--- config.mk ---
export PLATFORM = sky130hd
export DESIGN_NAME = fpu_cmd_issuer
export DESIGN_NICKNAME = d
export VERILOG_FILES = /design/src/rtl/fpu_issuer_pkg.sv /design/src/rtl/fpu_cmd_fifo.sv /design/src/rtl/fpu_cmd_issuer.sv
export SDC_FILE = /design/constraint.sdc
export NUM_CORES = 1
export LEC_CHECK = 0
export CAP_MARGIN = 25
export CORE_MARGIN = 1
export CORE_UTILIZATION = 30
export DETAILED_ROUTE_END_ITERATION = 10
export PLACE_DENSITY_LB_ADDON = 0.08
export SETUP_SLACK_MARGIN = 0.5
export SLEW_MARGIN = 10
export SYNTH_ARGS = -nofsm -noshare
export SYNTH_HDL_FRONTEND = slang
export SYNTH_SLANG_ARGS = --single-unit
--- constraint.sdc ---
create_clock -name sys_clk -period 3.67 [get_ports sys_clk]
set_clock_uncertainty 0.15 [all_clocks]
set_input_delay 0.734 -clock sys_clk [delete_from_list [all_inputs] [get_ports sys_clk]]
set_output_delay 0.734 -clock sys_clk [all_outputs]
set_load 0.02 [all_outputs]
--- src/rtl/fpu_issuer_pkg.sv ---
// Shared types and constants for the FPU command issuer and its command FIFO.
// flush_subnormal is used only when FPU_ISSUER_FTZ_EN is defined.
package fpu_issuer_pkg;

   typedef enum logic [1:0] {
      S_IDLE,
      S_ISSUE,
      S_WAIT,
      S_RESP
   } state_t;

   localparam logic [1:0] OP_ADD = 2'b00;
   localparam logic [1:0] OP_SUB = 2'b01;
   localparam logic [1:0] OP_MUL = 2'b10;
   localparam logic [1:0] OP_DIV = 2'b11;

   localparam logic [31:0] TIMEOUT_DATA = 32'hFFFF_FFFF;

   // Widest tag the FIFO entry can carry; narrower tags are zero-extended into it.
   localparam int unsigned MAX_TAG_W = 16;

   typedef struct packed {
      logic [31:0]          a;
      logic [31:0]          b;
      logic [1:0]           op;
      logic [MAX_TAG_W-1:0] tag;
   } cmd_t;

   function automatic logic [31:0] flush_subnormal(input logic [31:0] x);
      if (x[30:23] == 8'h00 && x[22:0] != 23'd0) begin
         return {x[31], 31'd0};
      end
      return x;
   endfunction

endpackage

--- src/rtl/fpu_cmd_fifo.sv ---
// Synchronous command FIFO: power-of-two depth, naturally wrapping pointers,
// occupancy count one bit wider than the pointers.
module fpu_cmd_fifo
   import fpu_issuer_pkg::*;
#(
   parameter int unsigned DEPTH = 4
) (
   input  logic clk,
   input  logic rst,
   input  logic push,
   input  cmd_t push_data,
   input  logic pop,
   output cmd_t head,
   output logic full,
   output logic empty
);

   localparam int unsigned AW       = $clog2(DEPTH);
   localparam logic [AW:0] CNT_FULL = (AW + 1)'(DEPTH);

   cmd_t          mem_q [DEPTH];
   cmd_t          mem_d [DEPTH];
   logic [AW-1:0] wr_ptr_q, wr_ptr_d;
   logic [AW-1:0] rd_ptr_q, rd_ptr_d;
   logic [AW:0]   count_q, count_d;
   logic          push_ok, pop_ok;

   assign full  = (count_q == CNT_FULL);
   assign empty = (count_q == '0);
   assign head  = mem_q[rd_ptr_q];

   always_comb begin
      push_ok  = push && !full;
      pop_ok   = pop && !empty;
      mem_d    = mem_q;
      wr_ptr_d = wr_ptr_q;
      rd_ptr_d = rd_ptr_q;
      count_d  = count_q;
      if (push_ok) begin
         mem_d[wr_ptr_q] = push_data;
         wr_ptr_d        = wr_ptr_q + 1'b1;
      end
      if (pop_ok) begin
         rd_ptr_d = rd_ptr_q + 1'b1;
      end
      case ({push_ok, pop_ok})
         2'b10:   count_d = count_q + 1'b1;
         2'b01:   count_d = count_q - 1'b1;
         default: count_d = count_q;
      endcase
   end

   always_ff @(posedge clk) begin
      if (rst) begin
         wr_ptr_q <= '0;
         rd_ptr_q <= '0;
         count_q  <= '0;
      end else begin
         wr_ptr_q <= wr_ptr_d;
         rd_ptr_q <= rd_ptr_d;
         count_q  <= count_d;
      end
   end

   // Storage needs no reset: entries are only read when the count says they are valid.
   always_ff @(posedge clk) begin
      mem_q <= mem_d;
   end

endmodule

--- src/rtl/fpu_cmd_issuer.sv ---
// Host-side initiator for the IEEE754 ALU: queues commands, issues one at a time,
// watches for vld with a timeout. Define FPU_ISSUER_FTZ_EN to flush subnormal operands.
module fpu_cmd_issuer
   import fpu_issuer_pkg::*;
#(
   parameter int unsigned FIFO_DEPTH     = 4,
   parameter int unsigned TIMEOUT_CYCLES = 1000,
   parameter int unsigned TAG_W          = 4
) (
   input  logic              sys_clk,
   input  logic              sys_rst,
   input  logic              cmd_valid,
   output logic              cmd_ready,
   input  logic [31:0]       cmd_a,
   input  logic [31:0]       cmd_b,
   input  logic [1:0]        cmd_op,
   input  logic [TAG_W-1:0]  cmd_tag,
   output logic              rsp_valid,
   input  logic              rsp_ready,
   output logic [31:0]       rsp_data,
   output logic [TAG_W-1:0]  rsp_tag,
   output logic              rsp_timeout,
   output logic [31:0]       alu_data1,
   output logic [31:0]       alu_data2,
   output logic [1:0]        alu_opcode,
   output logic              alu_trig,
   input  logic [31:0]       alu_data_out,
   input  logic              alu_vld,
   input  logic              alu_work,
   output logic              busy
);

   localparam int unsigned CW       = $clog2(TIMEOUT_CYCLES);
   localparam logic [CW-1:0] CNT_LAST = CW'(TIMEOUT_CYCLES - 1);

   cmd_t push_cmd, head_cmd;
   logic fifo_full, fifo_empty, push, pop;
   logic unused_head_bits;

   state_t             state_q, state_d;
   logic               init_q, init_d;
   logic               trig_q, trig_d;
   logic [31:0]        data1_q, data1_d;
   logic [31:0]        data2_q, data2_d;
   logic [1:0]         op_q, op_d;
   logic [TAG_W-1:0]   tag_q, tag_d;
   logic [CW-1:0]      cnt_q, cnt_d, cnt_inc;
   logic               rsp_valid_q, rsp_valid_d;
   logic [31:0]        rsp_data_q, rsp_data_d;
   logic [TAG_W-1:0]   rsp_tag_q, rsp_tag_d;
   logic               rsp_timeout_q, rsp_timeout_d;

   always_comb begin
      push_cmd.a   = cmd_a;
      push_cmd.b   = cmd_b;
      push_cmd.op  = cmd_op;
      push_cmd.tag = MAX_TAG_W'(cmd_tag);
   end

   assign cmd_ready        = init_q && !fifo_full;
   assign push             = cmd_valid && cmd_ready;
   assign unused_head_bits = ^head_cmd;

   fpu_cmd_fifo #(
      .DEPTH (FIFO_DEPTH)
   ) u_fifo (
      .clk       (sys_clk),
      .rst       (sys_rst),
      .push      (push),
      .push_data (push_cmd),
      .pop       (pop),
      .head      (head_cmd),
      .full      (fifo_full),
      .empty     (fifo_empty)
   );

   always_comb begin
      state_d       = state_q;
      init_d        = 1'b1;
      trig_d        = 1'b0;
      data1_d       = '0;
      data2_d       = '0;
      op_d          = '0;
      tag_d         = tag_q;
      cnt_d         = cnt_q;
      cnt_inc       = cnt_q + 1'b1;
      rsp_valid_d   = rsp_valid_q;
      rsp_data_d    = rsp_data_q;
      rsp_tag_d     = rsp_tag_q;
      rsp_timeout_d = rsp_timeout_q;
      pop           = 1'b0;
      case (state_q)
         S_IDLE: begin
            if (!fifo_empty && !alu_work) begin
               pop     = 1'b1;
               trig_d  = 1'b1;
`ifdef FPU_ISSUER_FTZ_EN
               data1_d = flush_subnormal(head_cmd.a);
               data2_d = flush_subnormal(head_cmd.b);
`else
               data1_d = head_cmd.a;
               data2_d = head_cmd.b;
`endif
               op_d    = head_cmd.op;
               tag_d   = head_cmd.tag[TAG_W-1:0];
               state_d = S_ISSUE;
            end
         end
         S_ISSUE: begin
            cnt_d   = '0;
            state_d = S_WAIT;
         end
         S_WAIT: begin
            // vld is checked first so a result arriving in the expiry cycle wins.
            if (alu_vld) begin
               rsp_valid_d   = 1'b1;
               rsp_data_d    = alu_data_out;
               rsp_tag_d     = tag_q;
               rsp_timeout_d = 1'b0;
               state_d       = S_RESP;
            end else if (cnt_inc == CNT_LAST) begin
               rsp_valid_d   = 1'b1;
               rsp_data_d    = TIMEOUT_DATA;
               rsp_tag_d     = tag_q;
               rsp_timeout_d = 1'b1;
               state_d       = S_RESP;
            end else begin
               cnt_d = cnt_inc;
            end
         end
         S_RESP: begin
            if (rsp_ready) begin
               rsp_valid_d = 1'b0;
               state_d     = S_IDLE;
            end
         end
         default: state_d = S_IDLE;
      endcase
   end

   always_ff @(posedge sys_clk) begin
      if (sys_rst) begin
         state_q       <= S_IDLE;
         init_q        <= 1'b0;
         trig_q        <= 1'b0;
         data1_q       <= '0;
         data2_q       <= '0;
         op_q          <= '0;
         tag_q         <= '0;
         cnt_q         <= '0;
         rsp_valid_q   <= 1'b0;
         rsp_data_q    <= '0;
         rsp_tag_q     <= '0;
         rsp_timeout_q <= 1'b0;
      end else begin
         state_q       <= state_d;
         init_q        <= init_d;
         trig_q        <= trig_d;
         data1_q       <= data1_d;
         data2_q       <= data2_d;
         op_q          <= op_d;
         tag_q         <= tag_d;
         cnt_q         <= cnt_d;
         rsp_valid_q   <= rsp_valid_d;
         rsp_data_q    <= rsp_data_d;
         rsp_tag_q     <= rsp_tag_d;
         rsp_timeout_q <= rsp_timeout_d;
      end
   end

   assign alu_trig    = trig_q;
   assign alu_data1   = data1_q;
   assign alu_data2   = data2_q;
   assign alu_opcode  = op_q;
   assign rsp_valid   = rsp_valid_q;
   assign rsp_data    = rsp_data_q;
   assign rsp_tag     = rsp_tag_q;
   assign rsp_timeout = rsp_timeout_q;
   assign busy        = (state_q != S_IDLE) || !fifo_empty;

endmodule

==> summary.md <==
| Metric | Value |
|---|---|
| Status | completed |
| Post-CTS Repair Setup Buffers | 0 |
| CTS Buffer Depth | 3 |
| Total track usage | 0.134 |
| CP startpoint kind | flop |
| Core area | about 48000 sq um |
| Minimum clock period | around 2.9 ns |
| Worst Max-Slew Pin Slew | roughly 0.56 ns |
| CP Cell Sequence | inv_1 > a31oi_2 > clkdlybuf4s50_1 |
| Worst hold path type | reg -> reg |
| Leading cell type by number of instances after synthesis | edfxtp_1 |
| Die width | around 220 um |
| Total Power | around 12 mW |
| FMAX | between 300 and 400 MHz |
| HPWL Detailed | around 19 mm |
| Syn_area_per_cell | 18.8 sq um |
| Arr. time, crit path | 2.03 ns |
| Max Slew Vio Count | 0 |
| Post-DR vias/cell | roughly 4.6 |
| N_diodes | 0 |
| Power density over the cells | 629 nW/um^2 |
| Residual DRC count | 0 |
| Leak | between 6 and 7 nW |
| Sequential-to-total area share from yosys stat | 0.752 |
| Leading area contributor after synthesis | edfxtp_1 |
| Post-synth EDFFs | 280 |
| Synth Flop Type | edfxtp_1 |
| #FFs+latches synth | approximately 410 |
| Final period util | 0.795 |
| Synthesis-to-finish area growth | 30.6% |
| Drt wl/cell | between 15 and 20 um |
| Critical path class | reg -> out |
| Synth async-reset ratio | 0 |
| Distinct cell type count after synthesis | 53 |
| Resize count post-CTS | 0 |
| Die H | approximately 220 um |
| 1st-iter DRT viols | ~400 |
| Max IR drop VDD | 0.000301 V |
| CP max stage cell | clkdlybuf4s50_1 |
| Most frequent cells after synthesis | edfxtp_1 (280), dfxtp_1 (129), mux4_2 (70) |
| Port Buffers | ~210 |
| Die area | 49600 sq um |
| Final WL | roughly 33 mm |
| Ports | around 220 |
| DRT Pass-1 Iters | 6 |
| Layout cell share with drive strength beyond 1 | 0.168 |
| Pin count of the biggest net entering global routing | around 70 |
| Root Buffer | clkbuf_16 |
| Post-synth top area share | 0.576 |
| Hold_buf cts | 0 |
| Crit Path Max Fanout | 6 |
| Crit. End Element | output port |
| Starting density of the core | 0.305 |
| Syn Nets | about 900 |
| Maxcap violations | 0 |
| Worst rel slew slack | 0.624 |
| Syn Std Cell Area | 14600 sq um |
| First-pass GRT wire length | around 50 mm |
| Worst skew pair latency | 0.58 ns |
| Area contributors post-synth | edfxtp_1 (58%), dfxtp_1 (18%), mux4_2 (11%), and2_1 (3.0%), o221a_1 (1.5%) |
| Ys Warns | 0 |
| CTS tree | done |
| Final WS setup | 0.753 ns |
| GP Congestion | 0.725 |
| Gr ovfl total | 0 |
| Vias | about 7700 |
| Worst path required time | between 2 and 3 ns |
| Syn Inst Count | 778 |
| RSZ-0062 raised after global routing | false |
| Final net count | between 1000 and 1500 |
| Final setup violation count | 0 |
| Number of global-route vias before repair | around 8200 |
| Dpl ws | approximately 0.75 ns |
| Final hold viol count | 0 |
| Initial antenna violation count | 5 |
| Slowest stage delay, CP | around 0.70 ns |
| Num CTS Buffers | 46 |
| Post-route ant nets | 0 |
| CTS clk-pin slew, worst paths | 0.06 ns |
| Setup TNS Final | 0 ns |
| CTS Sinks | between 400 and 500 |
| Htree depth | 2 |
| # rows | 80 |
| Worst slack on hold paths | between 0.3 and 0.4 ns |
-- power by group --
| part | total, mW | internal [mW] | switching [mW] |
|---|---|---|---|
| registers | 5.38 | 5.23 | 0.154 |
| clock network | 4.61 | 2.75 | 1.86 |
| logic | 2.00 | 1.04 | 0.965 |
-- per-layer routing --
metal	GRT usage	wire length [um]	part of all wire
met4	0.0496	829	0.025
met3	0.0427	2400	0.073
met5	0	51	0.0015
met1	0.173	14800	0.45
met2	0.210	14900	0.45
-- area by class of cell --
type | count | area, sq um
Fill cell | 4374 | 28800
Multi-Input combinational cell | 315 | 3390
Tap cell | 615 | 769
Clock inverter | 22 | 282
Clock buffer | 63 | 1240
Timing Repair Buffer | 229 | 2340
Sequential cell | 409 | 11000
Inverter | 12 | 45.0
-- metrics by stage --
step / cell area (sq um) / cells / util
after floorplan: 14600 / 778 / -
after global placement: 17500 / 1580 / 0.367
after detailed placement: 17500 / 1580 / 0.367
after CTS: 19100 / 1665 / 0.398
after global routing: 19100 / 1665 / 0.399
final: 19100 / 1665 / 0.399
-- final timing paths --
kind	startpoint	to	slack, ns	cells past startpoint
worst max-delay path	u_fifo.count_q[1]	cmd_ready	0.75	3
worst min-delay path	rsp_tag[2]	rsp_tag[2]	0.31	2
worst max register to register	cnt_q[0]	rsp_data[12]	1.08	8
worst min register to register	rsp_tag[2]	rsp_tag[2]	0.31	2
-- state kept, by name, indices dropped and copies added (netlist names), 2 cells and up --
| signal | count |
|---|---|
| u_fifo.mem_q | 280 |
| alu_data2 | 32 |
| alu_data1 | 32 |
| state_q | 2 |
| u_fifo.rd_ptr_q | 2 |
| u_fifo.wr_ptr_q | 2 |
| alu_opcode | 2 |
| cnt_q | 10 |
| rsp_tag | 4 |
| u_fifo.count_q | 3 |
| tag_q | 4 |
| rsp_data | 32 |
-- critical path, delay by kind of cell (launching register included) --
kind | cells | cell delay [ns]
AO/OA/AOI/OAI | 1 | 0.33
buffers and inverters | 2 | 0.78
flip-flops | 1 | 0.35
-- placed cells by master (no fill, tap or decap), types with 6 or more instances in the layout --
cell type and count:
edfxtp_1 280, a21oi_1 9, mux4_2 70, clkdlybuf4s50_1 214, o221a_2 12, o221a_1 20, mux2i_1 9, ha_1 12
nor2_1 21, buf_12 7, and2_1 69, nand2_1 24, dfxtp_1 127, inv_1 12, buf_4 8, clkinv_2 6
clkbuf_1 14, clkbuf_16 46
-- cells by family (layout without fill, tap and decap cells) --
kind of cell / count (synthesis) / after routing / synth area share
flip-flops: 409 / 409 / 0.752
AND/OR/NAND/NOR: 148 / 148 / 0.0574
multiplexers: 81 / 81 / 0.116
AO/OA/AOI/OAI: 65 / 65 / 0.0407
buffers and inverters: 54 / 326 / 0.0174
adder cells (fa/ha/maj): 13 / 13 / 0.0116
XOR/XNOR: 8 / 8 / 0.00480
Power figures use the tool's default switching activity.
